==> src/rtl/pipe_reg_chain_if.sv <==
// Handshake bundle for pipe_reg_chain: upstream valid/ready/data, downstream
// valid/ready/data, and the live occupancy count.
interface pipe_reg_chain_if #(
  parameter int WIDTH = 8,
  parameter int DEPTH = 3
);
  localparam int OW = $clog2(DEPTH + 1);

  logic             in_valid;
  logic             in_ready;
  logic [WIDTH-1:0] in_data;
  logic             out_valid;
  logic             out_ready;
  logic [WIDTH-1:0] out_data;
  logic [OW-1:0]    occupancy;

  // The pipeline itself.
  modport slave (
    input  in_valid, in_data, out_ready,
    output in_ready, out_valid, out_data, occupancy
  );

  // Whoever feeds the pipeline and consumes its output.
  modport master (
    output in_valid, in_data, out_ready,
    input  in_ready, out_valid, out_data, occupancy
  );
endinterface

==> src/rtl/pipe_reg_chain.sv <==
// DEPTH-stage register pipeline with valid/ready flow control.
// Empty stages never block the stages behind them, so words pack towards the
// output under backpressure and full throughput is kept when out_ready is high.
// The ready path is purely combinational from the output stage back to the input.
module pipe_reg_chain #(
  parameter int               WIDTH     = 8,
  parameter int               DEPTH     = 3,
  parameter logic [WIDTH-1:0] RESET_VAL = '0
) (
  input  logic            clk,
  input  logic            reset,
  input  logic            clr,
  pipe_reg_chain_if.slave bus
);
  localparam int OW = $clog2(DEPTH + 1);

  logic [DEPTH-1:0] r_v;
  logic [WIDTH-1:0] r_d [DEPTH];
  logic [OW-1:0]    r_occ;

  logic [DEPTH-1:0] w_adv;
  logic             w_in_ready;
  logic             w_acc;
  logic             w_emit;

  // Advance chain, walked from the output stage towards the input stage.
  // clr kills the output handshake, which stalls the whole chain for that cycle.
  always_comb begin
    logic w_up;
    w_adv          = '0;
    w_up           = r_v[DEPTH-1] & bus.out_ready & ~clr;
    w_adv[DEPTH-1] = w_up;
    for (int i = DEPTH - 2; i >= 0; i--) begin
      w_up     = r_v[i] & (~r_v[i+1] | w_up);
      w_adv[i] = w_up;
    end
  end

  // Input is held off while reset is asserted even though the stages are
  // already cleared, so nothing looks accepted before release.
  assign w_in_ready = reset & ~clr & (~r_v[0] | w_adv[0]);
  assign w_acc      = bus.in_valid & w_in_ready;
  assign w_emit     = w_adv[DEPTH-1];

  assign bus.in_ready  = w_in_ready;
  assign bus.out_valid = r_v[DEPTH-1] & ~clr;
  assign bus.out_data  = r_d[DEPTH-1];
  assign bus.occupancy = r_occ;

  // Stage registers: async reset and sync flush restore RESET_VAL; otherwise
  // each stage loads from the one behind it on advance, or drops its valid bit
  // when it hands its word on without receiving a new one. Data of a stage
  // that empties is left alone.
  always_ff @(posedge clk or negedge reset) begin
    if (!reset) begin
      r_v   <= '0;
      r_occ <= '0;
      for (int i = 0; i < DEPTH; i++) r_d[i] <= RESET_VAL;
    end else if (clr) begin
      r_v   <= '0;
      r_occ <= '0;
      for (int i = 0; i < DEPTH; i++) r_d[i] <= RESET_VAL;
    end else begin
      if (w_acc) begin
        r_v[0] <= 1'b1;
        r_d[0] <= bus.in_data;
      end else if (w_adv[0]) begin
        r_v[0] <= 1'b0;
      end
      for (int i = 1; i < DEPTH; i++) begin
        if (w_adv[i-1]) begin
          r_v[i] <= 1'b1;
          r_d[i] <= r_d[i-1];
        end else if (w_adv[i]) begin
          r_v[i] <= 1'b0;
        end
      end
      r_occ <= r_occ + OW'(w_acc) - OW'(w_emit);
    end
  end
endmodule

==> src/flat_wrapper.sv <==
// flat-port wrapper written by rule: the top's interface ports become plain ports
module pipe_reg_chain_flat 
#(
  parameter int               WIDTH     = 8,
  parameter int               DEPTH     = 3,
  parameter logic [WIDTH-1:0] RESET_VAL = '0
)
  (clk, reset, clr, bus_in_valid, bus_in_data, bus_out_ready, bus_in_ready, bus_out_valid, bus_out_data, bus_occupancy);
  pipe_reg_chain_if #(.WIDTH(WIDTH), .DEPTH(DEPTH)) bus_i ();
  input  logic clk;
  input  logic reset;
  input  logic clr;
  input wire logic [$bits(bus_i.in_valid)-1:0] bus_in_valid;
  input wire logic [$bits(bus_i.in_data)-1:0] bus_in_data;
  input wire logic [$bits(bus_i.out_ready)-1:0] bus_out_ready;
  output wire logic [$bits(bus_i.in_ready)-1:0] bus_in_ready;
  output wire logic [$bits(bus_i.out_valid)-1:0] bus_out_valid;
  output wire logic [$bits(bus_i.out_data)-1:0] bus_out_data;
  output wire logic [$bits(bus_i.occupancy)-1:0] bus_occupancy;
  assign bus_i.in_valid = bus_in_valid;
  assign bus_i.in_data = bus_in_data;
  assign bus_i.out_ready = bus_out_ready;
  assign bus_in_ready = bus_i.in_ready;
  assign bus_out_valid = bus_i.out_valid;
  assign bus_out_data = bus_i.out_data;
  assign bus_occupancy = bus_i.occupancy;
  pipe_reg_chain #(.WIDTH(WIDTH), .DEPTH(DEPTH), .RESET_VAL(RESET_VAL)) u_core (.clk(clk), .reset(reset), .clr(clr), .bus(bus_i));
endmodule
==> config.mk <==
export PLATFORM = sky130hd
export DESIGN_NAME = pipe_reg_chain_flat
export DESIGN_NICKNAME = d
export VERILOG_FILES = /design/src/rtl/pipe_reg_chain_if.sv /design/src/rtl/pipe_reg_chain.sv /design/src/flat_wrapper.sv
export SDC_FILE = /design/constraint.sdc
export NUM_CORES = 1
export LEC_CHECK = 0
export ABC_AREA = 1
export BUFFER_PORTS_ARGS = -buffer_cell sky130_fd_sc_hd__buf_2
export CAP_MARGIN = 20
export CORE_ASPECT_RATIO = 1.75
export CORE_MARGIN = 2
export CORE_UTILIZATION = 40
export DETAILED_ROUTE_END_ITERATION = 10
export GPL_TIMING_DRIVEN = 0
export PLACE_DENSITY_LB_ADDON = 0.15
export SYNTH_ARGS = -nofsm -noshare
export SYNTH_HDL_FRONTEND = slang
export SYNTH_SLANG_ARGS = --single-unit
==> constraint.sdc <==
create_clock -name clk -period 1.6 [get_ports clk]
set_clock_uncertainty 0.1 [all_clocks]
set_input_delay 0.32 -clock clk [delete_from_list [all_inputs] [get_ports clk]]
set_output_delay 0.32 -clock clk [all_outputs]
set_load 0.03 [all_outputs]
-- Yosys cells after proc, flatten, opt, wreduce, memory -nomap -nowiden
Cells that the tools add are included.
- $add $sub $neg: 2
- mux-type cells: 12
- bitwise operators: 15
- reductions and logical operators: 6
- operators by type and width (kind ; number):
    $mux 24 ; 1
    $mux 8 ; 3
    $reduce_bool 3->1 ; 3
    $and 1x1->1 ; 8
    $mux 1 ; 6
    $reduce_bool 2->1 ; 3
    $not 1->1 ; 4
    $mux 3 ; 1
    $or 1x1->1 ; 3
    $add 2x1->2 ; 1
    $mux 2 ; 1
    $sub 2x1->2 ; 1
- flip-flop bits (word level): 29
- input port bits: 13
- output and inout port bits: 12
- word-level logic and storage cells: 42

-- Logic depth before layout (Yosys ltp)
- depth in word-level cells: 12
- mapped depth: 9

-- Worst setup path after synthesis
OpenSTA, ideal clock, no wires.
- kind: input -> register
- start: input port clr
- end: register u_core.r_occ[1] (netlist: u_core.bus.occupancy[1])
- setup time: 0.120 ns
- data arrival time: 1.702 ns
- setup slack: -0.322 ns
- stages: 9
- path through: buf_6 > nor2_1 > inv_1 > nor2_1 > ha_1 > inv_1 > ha_1 > xor2_1 > nor2_1
- cells in the longest elaborated chain, start to end: 12
- elaborated cells between the ends (all ways): 13
- those cells by class: add/sub: 2; mux: 1; bitwise: 10
- ends and longest elaborated chain (what ; line ; text):
    from (decl) ; flat_wrapper.sv:12 ; input logic clr;
    $not 1->1 ; pipe_reg_chain.sv:31, pipe_reg_chain.sv:41 ;
    $and 1x1->1 ; pipe_reg_chain.sv:31 ; w_up = r_v[DEPTH-1] & bus.out_ready & ~clr;
    $or 1x1->1 ; pipe_reg_chain.sv:34 ; w_up = r_v[i] & (~r_v[i+1] | w_up);
    $and 1x1->1 ; pipe_reg_chain.sv:34 ;
    $or 1x1->1 ; pipe_reg_chain.sv:34 ;
    $and 1x1->1 ; pipe_reg_chain.sv:34 ;
    $or 1x1->1 ; pipe_reg_chain.sv:41 ; assign w_in_ready = reset & ~clr & (~r_v[0] | w_adv[0]);
    $and 1x1->1 ; pipe_reg_chain.sv:41 ;
    $and 1x1->1 ; pipe_reg_chain.sv:42 ; assign w_acc = bus.in_valid & w_in_ready;
    $add 2x1->2 ; pipe_reg_chain.sv:78 ; r_occ <= r_occ + OW'(w_acc) - OW'(w_emit);
    $sub 2x1->2 ; pipe_reg_chain.sv:78 ;
    $mux 2 (*) ; pipe_reg_chain.sv:59 ; end else if (clr) begin
    to (signal assigned) ; pipe_reg_chain.sv:78 ;
    to (decl) ; pipe_reg_chain.sv:19 ; logic [OW-1:0] r_occ;
Mark *: on every way between the ends. The rest lies on a longest branch, timed or not.
A chain may end at the register's enable or synchronous reset.

-- Final worst setup path
- start: register u_core.r_v[2]
- end: output port bus_in_ready
- cells in the longest elaborated chain, start to end: 8
- elaborated cells between the ends (all ways): 9
- those cells by class: bitwise: 9
- ends and longest elaborated chain (what ; line ; text):
    from (decl) ; pipe_reg_chain.sv:17 ; logic [DEPTH-1:0] r_v;
    from (signal assigned) ; pipe_reg_chain.sv:56 ; r_v <= '0;
    from (signal assigned) ; pipe_reg_chain.sv:60 ; r_v <= '0;
    from (signal, indexed assignment) ; pipe_reg_chain.sv:72 ; r_v[i] <= 1'b1;
    $and 1x1->1 (2 in series) ; pipe_reg_chain.sv:31 ;
    $or 1x1->1 (*) ; pipe_reg_chain.sv:34 ;
    $and 1x1->1 (*) ; pipe_reg_chain.sv:34 ;
    $or 1x1->1 (*) ; pipe_reg_chain.sv:34 ;
    $and 1x1->1 (*) ; pipe_reg_chain.sv:34 ;
    $or 1x1->1 (*) ; pipe_reg_chain.sv:41 ;
    $and 1x1->1 (*) ; pipe_reg_chain.sv:41 ;
    to (decl) ; flat_wrapper.sv:16 ; output wire logic [$bits(bus_i.in_ready)-1:0] bus_in_ready;
Marked as above.

==> summary.txt <==
Run status
  • Status: finished, violations left
  • Failing checks: negative setup slack

Global routing
  • Number of global-route vias before repair: 1064
  • First-pass GRT wire length: 4460 microns
  • Global route total overflow: 0
  • GRT Util Overall: 14.8%
  • Initial antenna violation count: 0
  • Largest net degree at the start of global routing: 30

Setup path
  • Reg2reg end: u_core.bus.occupancy[1]
  • Critical Path End: bus_in_ready
  • R2r setup slk: -0.02 ns
  • CP max FO: 2
  • Critical Path RT: 1.18 ns
  • Worst EP arrival: 1.23 ns
  • Reg2Reg Depth: 10
  • Worst reg2reg path startpoint: u_core.r_v[2]
  • Setup crit end kind: primary output
  • Path type of the worst setup path: reg -> out
  • Startpoint Class: register
  • Worst Setup SP: u_core.r_v[2]

Yosys
  • Compound-Gate Fraction of Synth Area: 9.99%
  • Yosys Warn Count: 0
  • Post-Synth Simple-Gate Area: 21.7%
  • Most used DFF post-synth: dfrtp_1
  • Netlist Area Pre-Place: 1380 sq um
  • Post-synthesis register bit count: 29
  • Adder and majority gate portion of the synthesized area: 1.82%
  • Avg Inst Size Synth: 9.91 sq um
  • Seq/Total Area, Yosys: 52.7%
  • Largest family of logic cells by synthesized area: simple AND/OR/NAND/NOR gates
  • Most frequent cell after synthesis: dfrtp_1
  • Ys async rst share: 100%
  • Synth area leader: dfrtp_1
  • Syn_nets: 154
  • Synth Area in XOR/XNOR: 1.27%
  • Post-synth EDFFs: 0
  • Synth cell count leaders: 29 x dfrtp_1, 19 x inv_1, 17 x nand2_1, 17 x nand3_1
  • Post-synthesis mux area share: 0%
  • Syn Inst Count: 139
  • Yosys cell types: 24
  • Yosys top cell area share: 52.7%
  • Top cells by area in the synthesized netlist: dfrtp_1 53%, nand3_1 6.2%, inv_1 5.2%, nand2_1 4.6%, o21ai_2 4.5%

Die
  • Die W: 48.4 microns
  • Core area: 3330 sq um
  • Initial Utilization: 41.4%
  • Row count: 28
  • Chip height: 81.6 microns
  • Die area: 3950 sq um
  • # IOs: 25

Clock network
  • CTS clk-pin slew, worst paths: 0.07 ns
  • Skew-Pair Late Insertion Delay: 0.28 ns
  • Max Root-Sink Buffers: 2
  • TritonCTS clock tree: done
  • Clock tree sinks: 29
  • CTS root buffer: clkbuf_8
  • Clock buffers created by TritonCTS: 5
  • CTS H-Tree Depth: 2

Timing
  • Max-Slew Margin vs Limit: 68.6%
  • RSZ-0062 raised after global routing: yes
  • Setup violators final: 2
  • Final worst path period share: 103%
  • Setup WS post-layout: -0.0526 ns
  • Hold_ws: 0.186 ns
  • Final Critical Period: 1.65 ns
  • Slew at the pin closest to its max-slew limit: 0.470 ns
  • Fin. max-slew vios: 0
  • Final Hold Viols: 0
  • Fmax: 605 MHz
  • Total Negative Setup Slacks: -0.0690 ns

Cells and area
  • Cell area after layout: 1740 sq um
  • Filler cell count in the final layout: 316
  • Layout Area Growth over Synthesis: 26.2%
  • Share of the core filled with cells: 52.3%
  • Nets: 190
  • Ant diodes: 0
  • Fraction of layout instances using a drive strength above 1: 39.8%
  • Non-Filler Instances: 221

Pwr
  • PwrDens: 852 nW/um^2
  • Leak: 0.863 nW
  • VDD IR-drop max: 0.686 mV
  • Design Power: 1.48 mW

Drt
  • Remaining routing DRC violations: 0
  • WL per Instance: 11.0 microns
  • Post-route ant nets: 0
  • Vias: 1016
  • DR pass1 iterations: 4
  • Number of vias per cell: 4.60
  • WL final: 2440 microns
  • DR iter-0 viols: 22

Placement
  • Pre-CTS setup slack: -0.580 ns
  • GPL Wtd Cong: 0.734
  • Placement Cell Area: 1550 sq um
  • Inst Count DP: 206
  • IO buf count: 22
  • Hpwl dp: 1690 microns

Flow run
  • Max Cap Viol: 0

Hold path
  • HP Class: in -> reg
-- cell families (layout without fill, tap and decap cells) --
kind of cell,after synthesis,after routing
AOI/OAI and AO/OA,20,20
and+or+nand+nor,54,54
DFF,29,29
xor gates and xnor gates,2,2
adders and majority gates,2,2
buffers and inverters,32,69
-- sequential cells by signal, summed over array words and instances (netlist names) --
name,flops
u_core.bus.occupancy,2
u_core.r_d,16
u_core.bus.out_data,8
u_core.r_v,3
-- cell usage in the layout, fill, tap and decap left out, drive strengths merged, types with 2 or more instances in the layout --
master	synthesis	final
buf	11	39
nand2	21	21
clkinv	0	2
o21ai	18	18
inv	20	20
nand4	8	8
nor2	6	6
dfrtp	29	29
nand3	19	19
ha	2	2
a21oi	2	2
clkbuf	1	6
-- report_power, final --
part / leakage [nW] / total [mW] / internal, mW / switching [mW]
logic: 0.419 / 0.138 / 0.0504 / 0.0874
registers: 0.400 / 0.761 / 0.751 / 0.0104
clock network: 0.0439 / 0.582 / 0.299 / 0.283
-- cell type report --
| cell class | instances | area, sq um | area share [%] |
|---|---|---|---|
| Sequential cell | 29 | 726 | 41.7 |
| Multi-Input combinational cell | 78 | 504 | 29.0 |
| Timing Repair Buffer | 29 | 194 | 11.2 |
| Buffer | 12 | 90.1 | 5.18 |
| Inverter | 20 | 82.6 | 4.75 |
| Clock buffer | 5 | 68.8 | 3.96 |
| Tap cell | 45 | 56.3 | 3.24 |
| Clock inverter | 3 | 17.5 | 1.01 |
-- worst max-delay path: stages, from the launching register on --
cell	delay, ns
dfrtp_1	0.34
inv_2	0.06
a21oi_4	0.12
nand3_2	0.10
buf_6	0.13
nand2_2	0.05
inv_2	0.03
buf_6	0.12
-- layer usage --
layer,track usage (%),share of wire [%]
met1,14.8,40
met2,27.1,53
met3,4.36,4.6
met4,9.14,2.7
met5,0,0
-- what timing repair did --
item,in CTS,in global routing
hold buffers,2,0
pin swaps,0,4
gates resized for setup,7,5
endpoints found under the hold margin,29,0
gates cloned,0,0
setup endpoints to repair,3,3
buffers inserted,4,1
-- how the worst min path moves through the flow --
stage                         startpoint  cells after the start  slack, ns                      end
after global routing      bus_in_data[2]                      3       0.19           u_core.r_d[18]
final                     bus_in_data[0]                      3       0.19           u_core.r_d[16]
after CTS                 bus_in_data[0]                      3       0.18           u_core.r_d[16]
after global placement             reset                      1       0.28            u_core.r_v[2]
after detailed placement           reset                      1       0.29            u_core.r_v[2]
after floorplan                    reset                      0      -0.08  u_core.bus.occupancy[0]
(Power assumes the default switching activity.)
